<file path="config.mk">
export PLATFORM = sky130hd
export DESIGN_NAME = fifo_wr_arbiter
export DESIGN_NICKNAME = d
export VERILOG_FILES = /design/src/rtl/fifo_wr_arbiter.sv
export SDC_FILE = /design/constraint.sdc
export NUM_CORES = 1
export LEC_CHECK = 0
export BUFFER_PORTS_ARGS = -buffer_cell sky130_fd_sc_hd__buf_2
export CORE_ASPECT_RATIO = 0.9
export CORE_MARGIN = 2
export CORE_UTILIZATION = 35
export DETAILED_ROUTE_END_ITERATION = 10
export SYNTH_ARGS = -nofsm -noshare
export SYNTH_HDL_FRONTEND = slang
export SYNTH_SLANG_ARGS = --single-unit
</file>
<file path="constraint.sdc">
create_clock -name wclk -period 1.8 [get_ports wclk]
set_input_delay 0.09 -clock wclk [delete_from_list [all_inputs] [get_ports wclk]]
set_output_delay 0.09 -clock wclk [all_outputs]
set_load 0.005 [all_outputs]
</file>
<file path="src/rtl/fifo_wr_arbiter.sv">
// rtl/fifo_wr_arbiter.sv - round-robin owner arbiter for the async FIFO write port (wclk domain).
// Optional feature macro: ARB_BURST_LOCK_EN (owner keeps grant for up to MAX_BURST words).
module fifo_wr_arbiter #(
  parameter int NREQ      = 4,
  parameter int DW        = 8,
  parameter int MAX_BURST = 16
) (
  input  logic               wclk,
  input  logic               wrst_n,
  input  logic [NREQ-1:0]    req,
  input  logic [NREQ*DW-1:0] wdata_in,
  input  logic               wfull,
  output logic [NREQ-1:0]    ack,
  output logic               winc,
  output logic [DW-1:0]      wdata,
  output logic [NREQ-1:0]    grant,
  output logic               busy
);

  localparam int IW = (NREQ > 1) ? $clog2(NREQ) : 1;
  localparam int CW = (MAX_BURST > 0) ? $clog2(MAX_BURST + 1) : 1;
`ifdef ARB_BURST_LOCK_EN
  localparam int EFF_BURST = MAX_BURST;
`else
  localparam int EFF_BURST = 1;
`endif

  typedef enum logic {IDLE, OWN} state_t;

  state_t          state_q, state_d;
  logic [NREQ-1:0] grant_q, grant_d;
  logic [IW-1:0]   last_q, last_d;
  logic [CW-1:0]   burst_cnt_q, burst_cnt_d;

  logic            own;
  logic            own_req;
  logic            winc_c;
  logic            release_c;
  logic [NREQ-1:0] others;
  logic [IW-1:0]   pick;
  logic [DW-1:0]   wdata_c;

  // Scans from the far end of the search order so the earliest candidate is assigned last.
  function automatic logic [IW-1:0] rr_pick(input logic [NREQ-1:0] mask,
                                            input logic [IW-1:0]   from);
    logic [IW-1:0] sel;
    int            idx;
    rr_pick = from;
    for (int k = NREQ; k >= 1; k--) begin
      idx = (int'(from) + k) % NREQ;
      sel = IW'(idx);
      if (mask[sel]) rr_pick = sel;
    end
  endfunction

  always_comb begin
    own       = (state_q == OWN);
    own_req   = |(req & grant_q);
    winc_c    = own & own_req & ~wfull;
    others    = req & ~grant_q;
    release_c = ~own_req | (winc_c && (burst_cnt_q + CW'(1) == CW'(EFF_BURST)));
    wdata_c   = '0;
    for (int i = 0; i < NREQ; i++) begin
      if (own && grant_q[i]) wdata_c = wdata_in[i*DW +: DW];
    end
  end

  always_comb begin
    state_d     = state_q;
    grant_d     = grant_q;
    last_d      = last_q;
    burst_cnt_d = burst_cnt_q;
    pick        = last_q;
    case (state_q)
      IDLE: begin
        if (|req) begin
          pick        = rr_pick(req, last_q);
          grant_d     = NREQ'(1) << pick;
          last_d      = pick;
          burst_cnt_d = '0;
          state_d     = OWN;
        end
      end
      OWN: begin
        if (winc_c) burst_cnt_d = burst_cnt_q + CW'(1);
        if (release_c) begin
          burst_cnt_d = '0;
          if (|others) begin
            // Direct handover: no idle bubble between owners.
            pick    = rr_pick(others, last_q);
            grant_d = NREQ'(1) << pick;
            last_d  = pick;
          end else begin
            grant_d = '0;
            state_d = IDLE;
          end
        end
      end
      default: begin
        state_d     = IDLE;
        grant_d     = '0;
        burst_cnt_d = '0;
      end
    endcase
  end

  always_ff @(posedge wclk or negedge wrst_n) begin
    if (!wrst_n) begin
      state_q     <= IDLE;
      grant_q     <= '0;
      last_q      <= IW'(NREQ - 1);
      burst_cnt_q <= '0;
    end else begin
      state_q     <= state_d;
      grant_q     <= grant_d;
      last_q      <= last_d;
      burst_cnt_q <= burst_cnt_d;
    end
  end

  assign winc  = winc_c;
  assign ack   = grant_q & {NREQ{winc_c}};
  assign wdata = wdata_c;
  assign grant = grant_q;
  assign busy  = own;

endmodule

</file>
==> impl_metrics.py, run 1 <==
metrics = {
    "synth": {
        "synth-xor-area-share_pct": 0,
        "synth_fa_ha_area_share_pct": 1.93,
        "ys_async_sr_fraction_pct": 100,
        "synth_edf_count": 0,
        "synth_compound_area_share_pct": 40.5,
        "yosys.area_share.simple_pct": 25.5,
        "avgSynthCellArea_um2": 7.55,
        "syn_area_um2": 1300,
        "synth_top_family_by_area": "compound AO/OA/AOI/OAI gates",
        "synth_top_flop_cell": "dfrtp_1",
        "synth_nets": 213,
        "synthCells": 172,
        "synth.distinct_cells": 44,
        "muxShareOfSynthArea_pct": 1.54,
        "ys_ff_latch": 12,
        "ys_seq_area_share_pct": 23.3,
        "yosysWarnings": 0,
    },
    "floorplanning": {
        "die_y_um": 61.8,
        "initial_core_util_pct": 37.6,
        "core_um2": 3450,
        "io_pins": 57,
        "fp-row-count": 20,
        "dieArea_um2": 4210,
        "dieWidth_um": 68.2,
    },
    "critical_path": {
        "arrival_ns": 1.97,
        "cp-start-kind": "flop",
        "crit_type": "flop to flop",
        "rr_worst_depth": 7,
        "cp.required_ns": 1.97,
        "worstSetupEndpointType": "flop",
        "cp-startpoint": "grant[1]",
        "reg2reg_from": "grant[1]",
        "crit_path_max_fanout": 5,
        "worst-r2r-setup-slack_ns": 0.0005,
        "crit_path_end": "last_q[1]",
        "r2r-end": "last_q[1]",
    },
    "clock_tree": {
        "cts_tree": "built",
        "cts_buffer_depth": 2,
        "cts.sinks": 12,
        "path_clk_slew_ns": 0.06,
        "root_buffer": "clkbuf_8",
        "htree_levels": 1,
        "clk_latency_ns": 0.24,
        "cts_buffers": 3,
    },
    "cells_and_area": {
        "final_common_cell": "buf_2",
        "layout_common_cells": "buf_2 (56), buf_4 (21), nand2_1 (20), inv_1 (14), a21oi_1 (12)",
        "antenna_cells": 0,
        "layout-drive-gt1-share_pct": 42.9,
        "final_cells": 289,
        "fillers": 321,
        "final_cell_area_um2": 1890,
        "multi_input_area_um2": 965,
        "register_area_um2": 307,
        "syn2layout_area_growth_pct": 45.8,
        "fin_nets": 287,
    },
    "sta": {
        "hold_violations": 0,
        "min_period_ns": 1.80,
        "fin_ws_ns": 0.000499,
        "fmax_ghz": 0.556,
        "slew_violations": 0,
        "setup_viol": 0,
        "rsz0062_at_grt": "yes",
        "tightest_slew_ns": 0.400,
        "slew_headroom_pct": 73.2,
        "finalCritPeriodShare_pct": 100,
        "skew_ns": 0.00313,
    },
    "grt": {
        "grt_usage_pct": 19.7,
        "use_met2_pct": 31.1,
        "grt_use_met3_pct": 3.24,
        "top_usage_layer": "met2",
        "gr-usage-met1_pct": 27.5,
        "grt_pass1_wl_um": 6270,
        "overflow": 0,
        "grt_pass1_vias": 1337,
        "grt_max_degree": 19,
        "antenna_found_initial": 0,
    },
    "power": {
        "worst_ir_drop_vdd_mv": 0.660,
        "leakage_nw": 0.923,
        "power.density_nw_per_um2": 1430,
    },
    "route": {
        "routed_wl_um": 3880,
        "vias": 1560,
        "drtPass1Iterations": 4,
        "drc": 0,
        "wl_per_cell_um": 13.4,
        "vias_per_cell": 5.40,
        "drt_iter0_markers": 96,
        "ant_nets": 0,
    },
    "outcome": {
        "status": "completed",
    },
    "placed_design": {
        "dp.cells": 281,
        "dpl.hpwl_um": 3000,
        "gp_congestion": 0.909,
        "place_area_um2": 1740,
        "place_ws_ns": 0.0161,
        "portBuffers": 56,
    },
    "min_path": {
        "hold_start": "wfull",
        "min_path_type": "input port to flop",
    },
    "run": {
        "max_cap_viol_count": 0,
    },
}
==> per-stage QoR <==
stage          util (%)  hold slack [ns]  setup TNS (ns)  total power (W)
2_1_floorplan         -           -0.206               0          0.00166
3_3_place_gp       50.4         -0.00512               0          0.00230
3_5_place_dp       50.4         -0.00927               0          0.00228
4_1_cts            53.3            0.218               0          0.00261
5_1_grt            54.8            0.235          -0.222          0.00294
6_report           54.8            0.215               0          0.00271
==> layer usage <==
metal,wire length [um],vias to the layer above
met5,0,-
li1,-,795
met1,1860,684
met3,278,5
met2,1700,76
met4,41,0
==> worst min-delay path by stage <==
| stage | cells past startpoint | slack, ns | to |
|---|---|---|---|
| finish | 4 | 0.21 | burst_cnt_q[0] |
| global placement | 1 | -0.005 | grant[3] |
| detailed placement | 1 | -0.009 | grant[3] |
| CTS | 4 | 0.22 | burst_cnt_q[0] |
| floorplan | 0 | -0.21 | burst_cnt_q[0] |
| global route | 4 | 0.24 | burst_cnt_q[0] |
==> cells in the mapped netlist (2+ instances only) <==
library cell  count  area, um2
dfstp_2           2       52.6
o22ai_1           2       12.5
nand2b_1          7       43.8
o21ai_0           7       35.0
a21o_1            2       15.0
nor2b_1           6       37.5
o21a_1            2       15.0
nor2_1            9       33.8
inv_1            14       52.6
o221ai_1          2       17.5
a221o_1           2       20.0
a211o_1           9       78.8
a221oi_1          9       78.8
a2bb2oi_1         2       17.5
clkbuf_1          7       26.3
mux2i_1           2       20.0
o31ai_1           3       22.5
nand3_1           3       15.0
a21oi_1          16       80.1
ha_1              2       25.0
a21oi_2           2       17.5
a31oi_1           4       25.0
buf_2             3       15.0
a22oi_1           4       30.0
dfrtp_1          10        250
and3_1            4       25.0
nand2_1          20       75.1
==> worst max-delay path, stage by stage, from the launching register on <==
cell      delay, ns
dfrtp_1        0.38
buf_4          0.15
a22oi_1        0.31
nand2_1        0.15
o21a_1         0.20
o32a_1         0.23
o22ai_1        0.20
a211oi_2       0.10
==> final cells by class <==
type	count	share of cell area (%)
flip-flops and latches	12	16.2
inverters	14	2.78
well taps	44	2.91
clock buffers	4	2.91
multi-input cells	136	51.0
repair buffers	79	24.3
==> power by group <==
part	internal, W	switching (W)
Combinational	0.000948	0.000991
Clock	0.000193	0.000103
Sequential	0.000368	0.000102
==> what timing repair did <==
action / CTS / global route
buffers inserted: 1 / 2
setup endpoints to repair: 8 / 14
hold buffers: 1 / 0
endpoints found under the hold margin: 12 / 0
gates resized for setup: 5 / 11
pin swaps: 6 / 3
==> sequential cells by signal, summed over array words and instances (netlist names) <==
name and cells:
burst_cnt_q 5, busy 1, grant 4, last_q 2
==> cell families after synthesis <==
logic type      count (synthesis)
compound gates                 72
fa+ha+maj                       2
buf+inv                        24
flops                          12
mux                             2
simple gates                   60
Note: power is estimated with default switching activity, not from simulation.
==> inputs of run 2 (changes only) <==
- CAP_MARGIN: not set -> 15
- REMOVE_ABC_BUFFERS: not set -> 1
==> run 2 against run 1 <==
The run now ends with setup timing left. Largest power group unchanged. Largest cell class unchanged. Count of clock-buffer cells in the layout unchanged. Worst hold slack lost 0.014 ns. Critical path type unchanged. Sequential share of layout area is 1.2 points lower. Non-clock buffer count grew 6. Global-route usage increased by 0.21 points.
==> impl_metrics.py, run 2 (same netlist as run 1, synthesis figures left out) <==
metrics = {
    "run": {
        "max_cap_viol_count": 0,
    },
    "route": {
        "wl_met1_um": 1850,
        "drt_iter0_markers": 65,
        "routed_wl_um": 4230,
        "wl_met3_um": 261,
        "ant_nets": 0,
        "drc": 0,
        "drtPass1Iterations": 4,
        "vias_per_cell": 5.57,
        "wl_met2_um": 2090,
        "top_layer": "met4",
        "wl_per_cell_um": 14.3,
        "vias": 1643,
    },
    "cells_and_area": {
        "layout_common_cells": "buf_2 (56), buf_4 (24), nand2_1 (20), inv_1 (14), a21oi_1 (11)",
        "largest_register_ffs": 5,
        "syn2layout_area_growth_pct": 55.8,
        "final_cell_area_um2": 2020,
        "largest_register": "burst_cnt_q",
        "fin_nets": 293,
        "final_cells": 295,
        "final_common_cell": "buf_2",
        "antenna_cells": 0,
        "layout-drive-gt1-share_pct": 48.6,
    },
    "clock_tree": {
        "htree_levels": 1,
        "cts_buffer_depth": 2,
        "root_buffer": "clkbuf_8",
        "path_clk_slew_ns": 0.05,
        "cts_tree": "built",
        "clk_latency_ns": 0.24,
        "cts_buffers": 3,
        "cts.sinks": 12,
    },
    "power": {
        "leakage_nw": 0.989,
        "worst_ir_drop_vdd_mv": 0.743,
        "power.density_nw_per_um2": 1480,
        "total_power_w": 0.00299,
    },
    "floorplanning": {
        "core_um2": 3450,
        "dieWidth_um": 68.2,
        "initial_core_util_pct": 37.6,
        "dieArea_um2": 4210,
        "io_pins": 57,
        "die_y_um": 61.8,
        "fp-row-count": 20,
    },
    "placed_design": {
        "dpl.hpwl_um": 3040,
        "dp.cells": 284,
        "portBuffers": 56,
        "gp_congestion": 0.887,
        "place_area_um2": 1760,
    },
    "critical_path": {
        "worstSetupEndpointType": "flop",
        "crit_type": "flop to flop",
        "cp-start-kind": "flop",
        "arrival_ns": 2.02,
        "cp.required_ns": 1.97,
        "crit_path_max_fanout": 5,
    },
    "grt": {
        "grt_usage_pct": 19.9,
        "grt_pass1_vias": 1459,
        "grt_pass1_wl_um": 6380,
        "overflow": 0,
        "grt_max_degree": 20,
        "antenna_found_initial": 0,
    },
    "sta": {
        "setup_viol": 3,
        "hold_violations": 0,
        "timing.hold.ws_ns": 0.200,
        "tightest_slew_ns": 0.405,
        "fmax_ghz": 0.539,
        "slew_headroom_pct": 72.8,
        "skew_ns": 0.00175,
        "fin_ws_ns": -0.0570,
        "fin_tns_setup_ns": -0.0618,
        "rsz0062_at_grt": "yes",
        "min_period_ns": 1.86,
        "finalCritPeriodShare_pct": 103,
        "slew_violations": 0,
    },
    "outcome": {
        "status": "complete, but fails checks",
        "violations": "setup timing",
    },
    "min_path": {
        "min_path_type": "input port to flop",
    },
}
[run 2: changes by cell type in the layout (fill, tap and decap cells not counted), moves of 2 or more]
cell / delta
a221oi_2: +8
dfrtp_2: -3
a221oi_1: -8
o221ai_1: -2
dfrtp_1: +3
buf_6: +3
o221ai_2: +2
buf_4: +3
[run 2: report_power, final]
part	internal [W]	leakage, nW	switching [W]
logic	0.00110	0.810	0.00112
registers	0.000366	0.151	0.000109
clock network	0.000193	0.0288	0.000101
total	0.00165	0.989	0.00133
[run 2: worst max-delay path, stage by stage (launching register included)]
cell and delay (ns):
dfrtp_1 0.39, buf_6 0.12, a211o_1 0.29, a21oi_2 0.16
o211ai_2 0.10, o32a_1 0.43, nor2b_4 0.16, a211oi_2 0.13
[run 2: final cells by class]
cell class	instances	area, um2
Timing Repair Buffer	85	515
Tap cell	44	55.1
Inverter	14	52.6
Sequential cell	12	303
Fill cell	301	1430
Clock buffer	4	55.1
Multi-Input combinational cell	136	1040
[run 2: path summary, 6_finish.rpt]
| kind | from | endpoint | cells past startpoint | slack, ns |
|---|---|---|---|---|
| worst min register to register | busy | busy | 1 | 0.63 |
| max in group asynchronous | wrst_n | last_q[1] | 2 | 1.27 |
| min in group asynchronous | wrst_n | burst_cnt_q[2] | 2 | 0.25 |
| worst max-delay path | burst_cnt_q[1] | last_q[1] | 7 | -0.06 |
| worst min-delay path | wfull | burst_cnt_q[2] | 4 | 0.20 |
| worst max register to register | burst_cnt_q[1] | last_q[1] | 7 | -0.06 |
[run 2: layer usage]
metal  GRT usage [%]  vias to the layer above
li1                -                      805
met1            24.9                      782
met2            35.2                       52
met3            5.05                        4
met4            3.43                        0
met5               0                        -
[run 2: metrics by stage]
stage / setup slack [ns] / utilization [%]
4_1_cts: -0.0533 / 55.0
5_1_grt: -0.129 / 58.6
3_5_place_dp: -0.178 / 50.9
6_report: -0.0570 / 58.6
2_1_floorplan: -0.108 / -
3_3_place_gp: -0.126 / 50.9
[run 2: timing repair]
item / in CTS / in global routing
hold buffers: 1 / 0
setup endpoints to repair: 12 / 18
endpoints found under the hold margin: 12 / 0
buffers inserted: 5 / 1
pin swaps: 7 / 21
resized for setup: 7 / 23
==> inputs of run 3 (changes only) <==
- SKIP_CTS_REPAIR_TIMING: not set -> 1
==> run 3 against run 2 <==
The run still ends with setup timing left. Die area unchanged. Wire length fell by 3.1%. Global-route usage down 0.96 points. Clock power hardly changed. Critical path depth did not move. Final cell count rose by 1.0%. Largest cell class unchanged. Highest routed layer unchanged.
==> impl_metrics.py, run 3 (same netlist as run 1, synthesis figures left out) <==
metrics = {
    "outcome": {
        "status": "complete, but fails checks",
        "violations": "setup timing",
    },
    "cells_and_area": {
        "fillers": 310,
        "multi_input_area_um2": 991,
        "fin_nets": 296,
        "syn2layout_area_growth_pct": 53.4,
        "layout_common_cells": "buf_2 (56), buf_4 (28), nand2_1 (20), inv_1 (14), a21oi_1 (10)",
        "largest_register": "burst_cnt_q",
        "register_area_um2": 304,
        "final_common_cell": "buf_2",
        "largest_register_ffs": 5,
        "antenna_cells": 0,
        "final_util_pct": 57.7,
        "layout-drive-gt1-share_pct": 46.9,
    },
    "critical_path": {
        "crit_path_max_fanout": 5,
        "worstSetupEndpointType": "flop",
        "max_stage_delay_ns": 0.44,
        "cp-start-kind": "flop",
        "path_cells": "buf_6 > a211o_1 > a21oi_2 > o211ai_2 > o32a_1 > o22ai_1 > a211oi_2",
        "cp.required_ns": 1.97,
        "arrival_ns": 2.02,
        "crit_type": "flop to flop",
        "cp_slowest_cell": "o32a_1",
    },
    "sta": {
        "hold_violations": 0,
        "rsz0062_at_grt": "yes",
        "timing.hold.ws_ns": 0.206,
        "finalCritPeriodShare_pct": 103,
        "fin_tns_setup_ns": -0.0572,
        "fmax_ghz": 0.538,
        "slew_violations": 0,
        "skew_ns": 0.000300,
        "tightest_slew_ns": 0.451,
        "slew_headroom_pct": 69.9,
        "fin_ws_ns": -0.0572,
        "min_period_ns": 1.86,
        "setup_viol": 1,
    },
    "clock_tree": {
        "cts_tree": "built",
        "path_clk_slew_ns": 0.05,
        "cts_buffer_depth": 2,
        "clk_latency_ns": 0.24,
        "root_buffer": "clkbuf_8",
        "htree_levels": 1,
        "cts.sinks": 12,
        "cts_buffers": 3,
    },
    "placed_design": {
        "portBuffers": 56,
        "dpl.hpwl_um": 3040,
        "gp_congestion": 0.887,
        "place_ws_ns": -0.178,
    },
    "run": {
        "max_cap_viol_count": 0,
    },
    "floorplanning": {
        "initial_core_util_pct": 37.6,
        "die_y_um": 61.8,
        "fp-row-count": 20,
        "dieArea_um2": 4210,
        "io_pins": 57,
        "dieWidth_um": 68.2,
        "core_um2": 3450,
    },
    "grt": {
        "antenna_found_initial": 0,
        "gr-usage-met1_pct": 23.4,
        "grt_pass1_vias": 1426,
        "grt_usage_pct": 18.9,
        "use_met2_pct": 33.3,
        "grt_use_met3_pct": 5.77,
        "grt_pass1_wl_um": 6110,
        "grt_max_degree": 20,
        "overflow": 0,
        "top_usage_layer": "met2",
    },
    "route": {
        "drtPass1Iterations": 4,
        "vias_per_cell": 5.43,
        "drt_iter0_markers": 46,
        "routed_wl_um": 4090,
        "ant_nets": 0,
        "wl_per_cell_um": 13.7,
        "vias": 1619,
        "drc": 0,
    },
    "min_path": {
        "min_path_type": "input port to flop",
    },
    "power": {
        "power.density_nw_per_um2": 1470,
        "total_power_w": 0.00292,
        "worst_ir_drop_vdd_mv": 0.745,
        "leakage_nw": 0.981,
    },
}
-- run 3: worst paths after layout --
path	slack [ns]	startpoint	endpoint	cells after the start
max	-0.06	burst_cnt_q[1]	last_q[1]	7
max reg2reg	-0.06	burst_cnt_q[1]	last_q[1]	7
max in group asynchronous	1.27	wrst_n	last_q[0]	2
min reg2reg	0.63	burst_cnt_q[4]	burst_cnt_q[4]	1
min in group asynchronous	0.26	wrst_n	burst_cnt_q[2]	2
min	0.21	wfull	burst_cnt_q[2]	4
-- run 3: through the flow --
step,std cells,instance area (um2)
global route,298,1990
floorplan,162,1260
detailed placement,284,1760
global placement,284,1760
CTS,288,1810
finish,298,1990
-- run 3: cell type report --
type,count,area share [%]
flip-flops and latches,12,15.3
well taps,44,2.76
inverters,14,2.64
repair buffers,88,26.8
multi-input cells,136,49.7
clock buffers,4,2.76
-- run 3: critical path, delay by kind of cell (launching register included) --
family / cells / cell delay, ns
flops: 1 / 0.39
compound gates: 6 / 1.26
buf+inv: 1 / 0.13
-- run 3: layer usage --
layer  vias up  wire length (um)
met5         -                 0
met4         0                13
met3         4               321
met2        60              1880
met1       747              1880
li1        808                 -
-- run 3: report_power, final --
part           internal (W)  total, W  switching [W]  leakage [nW]
registers          0.000368  0.000467      0.0000996         0.149
logic               0.00108   0.00216        0.00108         0.803
clock network      0.000193  0.000294       0.000100        0.0288
